$ cat src/rtl/hex8_loader.sv
// Boot loader for the hex8 core: receives SYNC/LEN/payload/CSUM frames, writes the payload
// from address 0 and releases the core once the checksum verifies. HEX8_LOADER_RELOAD_EN enables hot reload.
module hex8_loader #(
    parameter logic [7:0] SYNC_BYTE = 8'hA5
) (
    input  logic       clk,
    input  logic       reset,
    input  logic       in_valid,
    input  logic [7:0] in_data,
    output logic       in_ready,
    output logic       mem_we,
    output logic [7:0] mem_addr,
    output logic [7:0] mem_wdata,
    output logic       core_reset,
    output logic       load_done,
    output logic       err
);

    localparam logic [2:0] IDLE  = 3'd0;
    localparam logic [2:0] LEN   = 3'd1;
    localparam logic [2:0] DATA  = 3'd2;
    localparam logic [2:0] CSUM  = 3'd3;
    localparam logic [2:0] RUN   = 3'd4;
    localparam logic [2:0] ERROR = 3'd5;

    logic [2:0] state;
    logic [8:0] remaining;
    logic [7:0] acc;
    logic [7:0] addr;
    logic [7:0] csum_total;
    logic       accept;
    logic       is_sync;

`ifdef HEX8_LOADER_RELOAD_EN
    assign in_ready = reset;
`else
    assign in_ready = reset && (state != RUN);
`endif

    assign accept     = in_valid && in_ready;
    assign is_sync    = (in_data == SYNC_BYTE);
    assign csum_total = acc + in_data;

    // Status outputs decode the state directly, so reset drives them to their idle values.
    assign core_reset = (state != RUN);
    assign load_done  = (state == RUN);
    assign err        = (state == ERROR);

    always_ff @(posedge clk or negedge reset) begin
        if (!reset) begin
            state     <= IDLE;
            remaining <= '0;
            acc       <= '0;
            addr      <= '0;
            mem_we    <= 1'b0;
            mem_addr  <= '0;
            mem_wdata <= '0;
        end else begin
            mem_we <= 1'b0;
            if (accept) begin
                case (state)
                    IDLE: begin
                        if (is_sync) state <= LEN;
                    end
                    LEN: begin
                        remaining <= (in_data == 8'h00) ? 9'd256 : {1'b0, in_data};
                        acc       <= '0;
                        addr      <= '0;
                        state     <= DATA;
                    end
                    DATA: begin
                        acc       <= csum_total;
                        mem_we    <= 1'b1;
                        mem_addr  <= addr;
                        mem_wdata <= in_data;
                        addr      <= addr + 8'd1;
                        remaining <= remaining - 9'd1;
                        if (remaining == 9'd1) state <= CSUM;
                    end
                    CSUM: begin
                        state <= (csum_total == 8'h00) ? RUN : ERROR;
                    end
                    RUN: begin
`ifdef HEX8_LOADER_RELOAD_EN
                        if (is_sync) state <= LEN;
`endif
                    end
                    ERROR: begin
                        if (is_sync) state <= LEN;
                    end
                    default: state <= IDLE;
                endcase
            end
        end
    end

endmodule

$ cat config.mk
export PLATFORM = sky130hd
export DESIGN_NAME = hex8_loader
export DESIGN_NICKNAME = d
export VERILOG_FILES = /design/src/rtl/hex8_loader.sv
export SDC_FILE = /design/constraint.sdc
export NUM_CORES = 1
export LEC_CHECK = 0
export CORE_MARGIN = 3
export CORE_UTILIZATION = 59
export CTS_CLUSTER_SIZE = 8
export DETAILED_ROUTE_END_ITERATION = 7
export PLACE_DENSITY = 0.95
export SYNTH_ARGS = -nofsm -noshare
export SYNTH_HDL_FRONTEND = slang
export SYNTH_SLANG_ARGS = --single-unit
$ cat constraint.sdc
create_clock -name clk -period 5.6 [get_ports clk]
set_clock_uncertainty 0.1 [all_clocks]
set_input_delay 0.56 -clock clk [delete_from_list [all_inputs] [get_ports clk]]
set_output_delay 0.56 -clock clk [all_outputs]
set_load 0.1 [all_outputs]
==> results of run 1 <==
## report_power, final
part | internal (mW) | switching, mW | total [mW]
Sequential | 0.429 | 0.109 | 0.538
Clock | 0.0886 | 0.114 | 0.203
Combinational | 0.252 | 0.598 | 0.850
## routing by layer
metal  up-vias  GRT usage (%)
met5         -              0
met4         0           9.79
met3        23           5.76
li1       1014              -
met2       134           40.2
met1      1018           36.1
## flip-flops by register name, indices dropped and copies added (netlist names)
signal and count:
mem_wdata 8, state 3, addr 8, mem_addr 8, mem_we 1, remaining 9, acc 8
## cells by family (layout without fill, tap and decap cells)
family / Yosys count / count (layout)
buf+inv: 18 / 46
simple gates: 112 / 112
flops: 45 / 45
xor+xnor: 8 / 8
compound gates: 77 / 77
fa+ha+maj: 11 / 11
## stage by stage
| step | worst slack, ns | cell area [µm²] | total power [mW] |
|---|---|---|---|
| 2_1_floorplan | 1.77 | 2410 | 1.17 |
| 5_1_grt | 2.33 | 2830 | 1.68 |
| 3_5_place_dp | 2.32 | 2740 | 1.37 |
| 4_1_cts | 2.43 | 2830 | 1.59 |
| 3_3_place_gp | 2.40 | 2740 | 1.34 |
| 6_report | 2.43 | 2830 | 1.59 |
## final timing paths
path	startpoint	endpoint	slack, ns	depth (start not counted)
worst max-delay path	state[2]	load_done	2.43	3
worst min-delay path	reset	state[1]	0.24	2
worst max register to register	acc[0]	state[0]	3.05	7
worst min register to register	mem_wdata[7]	mem_wdata[7]	0.38	2
max in group asynchronous	reset	state[0]	4.75	2
min in group clk	mem_wdata[7]	mem_wdata[7]	0.38	2
## final cells by class
| class | count | area share (%) |
|---|---|---|
| Timing Repair Buffer | 34 | 11.6 |
| Tap cell | 48 | 2.12 |
| Clock inverter | 3 | 0.751 |
| Multi-Input combinational cell | 208 | 42.8 |
| Sequential cell | 45 | 39.8 |
| Inverter | 4 | 0.530 |
| Clock buffer | 5 | 2.43 |
## cell usage in the layout (no fill, tap or decap), types with 2 or more instances in the layout
| master | count |
|---|---|
| or4_1 | 2 |
| dfrtp_1 | 45 |
| or3_1 | 2 |
| nand2b_1 | 2 |
| o31ai_1 | 2 |
| a22o_1 | 8 |
| ha_1 | 10 |
| a21oi_1 | 14 |
| nand2_1 | 66 |
| buf_4 | 3 |
| o21ai_0 | 29 |
| inv_1 | 3 |
| nand4_1 | 2 |
| a211oi_1 | 2 |
| a22oi_1 | 2 |
| xor2_1 | 2 |
| nor2_1 | 9 |
| and3_1 | 2 |
| nor3_1 | 10 |
| clkbuf_8 | 5 |
| nand3_1 | 7 |
| a31oi_1 | 4 |
| xnor2_1 | 6 |
| o21bai_1 | 3 |
| clkdlybuf4s50_1 | 30 |
| a21o_1 | 2 |
| nor2b_1 | 5 |
| o41ai_1 | 2 |
## Yosys cell counts (all sizes together), types with 2 or more instances
cell | n | area (µm²)
nand2 | 66 | 248
dfrtp | 45 | 1130
o21ai | 29 | 145
a21oi | 15 | 78.8
clkbuf | 10 | 37.5
ha | 10 | 125
nor3 | 10 | 50.1
a22o | 9 | 80.1
nor2 | 9 | 33.8
nand3 | 7 | 35.0
xnor2 | 6 | 52.6
nor2b | 5 | 31.3
a31oi | 4 | 25.0
buf | 4 | 20.0
inv | 4 | 15.0
o21bai | 3 | 22.5
or4 | 3 | 26.3
a211oi | 2 | 15.0
a21o | 2 | 15.0
a22oi | 2 | 15.0
and3 | 2 | 12.5
nand2b | 2 | 12.5
nand4 | 2 | 12.5
o31ai | 2 | 15.0
o41ai | 2 | 17.5
or3 | 2 | 12.5
xor2 | 2 | 17.5
==> results.sh, run 1 <==
export IMPL_worstPathCellList="nor2b_1 -> nor2b_1 -> clkdlybuf4s50_1"
export IMPL_synthSimpleGateAreaFrac_pct=21.1
export IMPL_synth_area_mm2=0.00241
export IMPL_clk_pin_slew_ns=0.08
export IMPL_track_usage_pct=26.1
export IMPL_fmax_mhz=316
export IMPL_via_per_inst=6.31
export IMPL_grt_pass1_wl_um=10200
export IMPL_place_hpwl_um=3880
export IMPL_worst_ep_arrival_time_ns=2.51
export IMPL_fin_crit_ns=3.17
export IMPL_ys_seq_area_share_pct=46.7
export IMPL_wl_met1_um=2390
export IMPL_io_pins=32
export IMPL_synth_area_mux_share_pct=0
export IMPL_rsz0062_at_grt="false"
export IMPL_start_util_pct=63.5
export IMPL_cts_sinks=45
export IMPL_path_class="reg -> out"
export IMPL_crit_buf_inv=1
export IMPL_globalplace_congestion=0.900
export IMPL_path_delay_family="buffers and inverters"
export IMPL_drive_above_1_share_pct=6.02
export IMPL_syn_nets=293
export IMPL_cap_viol_max_count=0
export IMPL_peakVddDrop_mv=0.260
export IMPL_avgSynthCellArea_um2=8.90
export IMPL_crit_path_top_delay_cell="clkdlybuf4s50_1"
export IMPL_clk_latency_ns=0.30
export IMPL_start_kind="flop"
export IMPL_ctsHoldBuffers=0
export IMPL_p_leak_nw=1.28
export IMPL_synth_edf_count=0
export IMPL_synthAdderAreaFrac_pct=6.02
export IMPL_drcViolationCount=0
export IMPL_final_util_pct=74.5
export IMPL_ant_nets=0
export IMPL_place_inst=339
export IMPL_fillers=262
export IMPL_grt_overflow_total=0
export IMPL_dieArea_mm2=0.00489
export IMPL_synth_compound_gate_area_share_pct=20.2
export IMPL_final_setup_viol_count=0
export IMPL_postCtsSetupBuffers=0
export IMPL_grt_pass1_vias=2093
export IMPL_endpoint_kind="primary output"
export IMPL_first_pass_iters=6
export IMPL_whs_ns=0.244
export IMPL_slew_headroom_pct=34.4
export IMPL_highest_layer="met4"
export IMPL_core_region_area_mm2=0.00380
export IMPL_diodes=0
export IMPL_wl_met2_um=2810
export IMPL_finalMaxSlewViolations=0
export IMPL_wl_per_cell_um=16.9
export IMPL_vias=2189
export IMPL_cts_resized=0
export IMPL_crit_top_cell="nor2b_1"
export IMPL_cts_tree="yes"
export IMPL_clockBufferDepth=2
export IMPL_cp_max_fo=11
export IMPL_nNetsFinal=320
export IMPL_synth_cells=271
export IMPL_areaGrowthSynthToFinish_pct=17.4
export IMPL_htree_levels=2
export IMPL_cellPowerDensity_mw_per_mm2=562
export IMPL_final_cells=347
export IMPL_drt_iter0_markers=426
export IMPL_cts_buffers=5
export IMPL_die_x_um=69.9
export IMPL_row_count=22
export IMPL_ys_flop_type="dfrtp_1"
export IMPL_tightest_slew_ns=0.982
export IMPL_antenna_found_initial=0
export IMPL_hp_class="in -> async"
export IMPL_period_share_pct=56.6
export IMPL_root_buffer="clkbuf_8"
export IMPL_synth_top_family_by_area="simple AND/OR/NAND/NOR gates"
export IMPL_ys_warn_count=0
export IMPL_multiInputGateArea_mm2=0.00121
export IMPL_wl_um=5860
export IMPL_seqCellArea_mm2=0.00113
export IMPL_critPathRequiredTime_ns=4.94
export IMPL_met3_wirelength_um=473
export IMPL_grt_max_degree=52
export IMPL_die_h_um=69.9
export IMPL_hold_viol=0
export IMPL_status="finished clean"
export IMPL_async_flop_share_pct=100
export IMPL_yosysUniqueCellTypes=43
export IMPL_portBuffers=31
export IMPL_yosys_area_share_xor_xnor_pct=2.91
export IMPL_slowest_delay_ns=1.17
export IMPL_setup_tns_ns=0
export IMPL_synth_seq_cells=45
Power figures use the tool's default switching activity.
==> run 2: changes to the inputs <==
CORE_UTILIZATION = 55   (was 59)
PLACE_DENSITY = 0.91   (was 0.95)
clock period = 3.3 ns   (was 5.6 ns; I/O delays follow)
==> run 2 against run 1 <==
Die area grew 6.6%. Critical path type is now in -> reg. First-iteration DRC count shrank 33%. Largest cell class unchanged. Via count grew 0.78%. Non-clock buffer count grew 2. Combinational power grew 68%. Sequential cell count is the same.
==> results.sh, run 2 (synthesized netlist as in run 1, its figures left out) <==
export IMPL_largest_reg_flops=9
export IMPL_p_sw_share_pct=51.6
export IMPL_globalplace_congestion=0.867
export IMPL_die_h_um=72.2
export IMPL_cts_resized=0
export IMPL_r2r_setup_slack_ns=0.77
export IMPL_worst_ep_arrival_time_ns=2.82
export IMPL_portBuffers=31
export IMPL_pwr_share_clk_pct=13.3
export IMPL_layout_commonest_cell="nand2_1"
export IMPL_wl_per_cell_um=16.3
export IMPL_wl_met1_um=2400
export IMPL_setup_tns_ns=0
export IMPL_cts_sinks=45
export IMPL_drive_above_1_share_pct=7.97
export IMPL_wl_um=5710
export IMPL_via_per_inst=6.28
export IMPL_cts_tree="yes"
export IMPL_diodes=0
export IMPL_p_leak_nw=1.29
export IMPL_start_kind="primary input"
export IMPL_mostFrequentLayoutCells="nand2_1, dfrtp_1, o21ai_0, clkdlybuf4s50_1, a21oi_1"
export IMPL_fmax_mhz=367
export IMPL_slew_headroom_pct=35.0
export IMPL_vias=2206
export IMPL_core_region_area_mm2=0.00412
export IMPL_postCtsSetupBuffers=0
export IMPL_largest_register="remaining"
export IMPL_tightest_slew_ns=0.971
export IMPL_path_class="in -> reg"
export IMPL_ant_nets=0
export IMPL_drt_iter0_markers=284
export IMPL_first_pass_iters=5
export IMPL_cts_buffers=5
export IMPL_endpoint_kind="flop"
export IMPL_fin_crit_ns=2.73
export IMPL_clockBufferDepth=2
export IMPL_start_util_pct=58.6
export IMPL_finalMaxSlewViolations=0
export IMPL_whs_ns=0.347
export IMPL_grt_pass1_wl_um=9540
export IMPL_peakVddDrop_mv=0.455
export IMPL_antenna_found_initial=0
export IMPL_hp_class="in -> async"
export IMPL_met3_wirelength_um=408
export IMPL_p_seq_share_pct=33.7
export IMPL_highest_layer="met4"
export IMPL_place_hpwl_um=3940
export IMPL_die_x_um=72.2
export IMPL_dieArea_mm2=0.00521
export IMPL_grt_max_degree=39
export IMPL_p_comb_share_pct=53.0
export IMPL_grt_overflow_total=0
export IMPL_clk_latency_ns=0.31
export IMPL_wl_met2_um=2760
export IMPL_cap_viol_max_count=0
export IMPL_ctsHoldBuffers=1
export IMPL_nNetsFinal=322
export IMPL_rsz0062_at_grt="false"
export IMPL_final_setup_viol_count=0
export IMPL_areaGrowthSynthToFinish_pct=18.0
export IMPL_grt_pass1_vias=1986
export IMPL_drcViolationCount=0
export IMPL_root_buffer="clkbuf_8"
export IMPL_hold_viol=0
export IMPL_p_sw_mw=1.39
export IMPL_track_usage_pct=23.6
export IMPL_io_pins=32
export IMPL_internal_power_mw=1.31
export IMPL_row_count=23
export IMPL_period_share_pct=82.7
export IMPL_htree_levels=2
export IMPL_critPathRequiredTime_ns=3.39
export IMPL_status="finished clean"
export IMPL_cp_max_fo=5
export IMPL_clk_pin_slew_ns=0.09
export IMPL_cellPowerDensity_mw_per_mm2=950
run 2: changes by cell type in the layout (fill, tap and decap cells not counted):
cell	change
clkdlybuf4s50_1	-4
nor2b_1	-1
buf_4	+5
dlygate4sd3_1	+1
nor2b_2	+1
run 2: worst max-delay path: stages:
cell and delay (ns):
clkdlybuf4s50_1 0.50, ha_1 0.29, fa_1 0.43, a21o_1 0.19, a21oi_2 0.14, xnor2_1 0.10
or4b_1 0.53, o41a_1 0.31
run 2: final cells by class:
type,count,area (µm²)
clock buffers,5,68.8
clock inverters,3,21.3
fillers,320,1270
inverters,4,15.0
multi-input cells,208,1210
flip-flops and latches,45,1130
well taps,50,62.6
repair buffers,36,335
run 2: worst paths after layout:
check                       startpoint  cells after the start     endpoint
min in group clk           mem_addr[7]                      2  mem_addr[7]
min                              reset                      2       acc[4]
min reg2reg                mem_addr[7]                      2  mem_addr[7]
max in group asynchronous        reset                      3     state[0]
max reg2reg                     acc[0]                      7     state[0]
max                         in_data[0]                      8     state[0]
run 2: stage by stage:
stage	cell area (µm²)	total power [mW]	util [%]	setup WS, ns	cells
global route	2840	2.85	69.1	0.507	351
CTS	2840	2.70	69.1	0.595	351
global placement	2740	2.28	66.7	0.320	342
floorplan	2410	1.99	-	0.438	271
finish	2840	2.70	69.1	0.572	351
detailed placement	2740	2.33	66.7	0.272	342
run 2: layer usage:
layer  track usage, %  up-vias
li1                 -     1016
met1             31.3     1054
met2             37.2      117
met3             4.85       19
met4             10.6        0
met5                0        -
run 2: power groups by stage:
stage	clock [mW]	sequential, mW	combinational (mW)
after floorplan	0	1.31	0.681
after global placement	0	0.904	1.38
after detailed placement	0	0.917	1.42
after CTS	0.359	0.907	1.43
after global routing	0.385	0.939	1.53
final	0.359	0.911	1.43
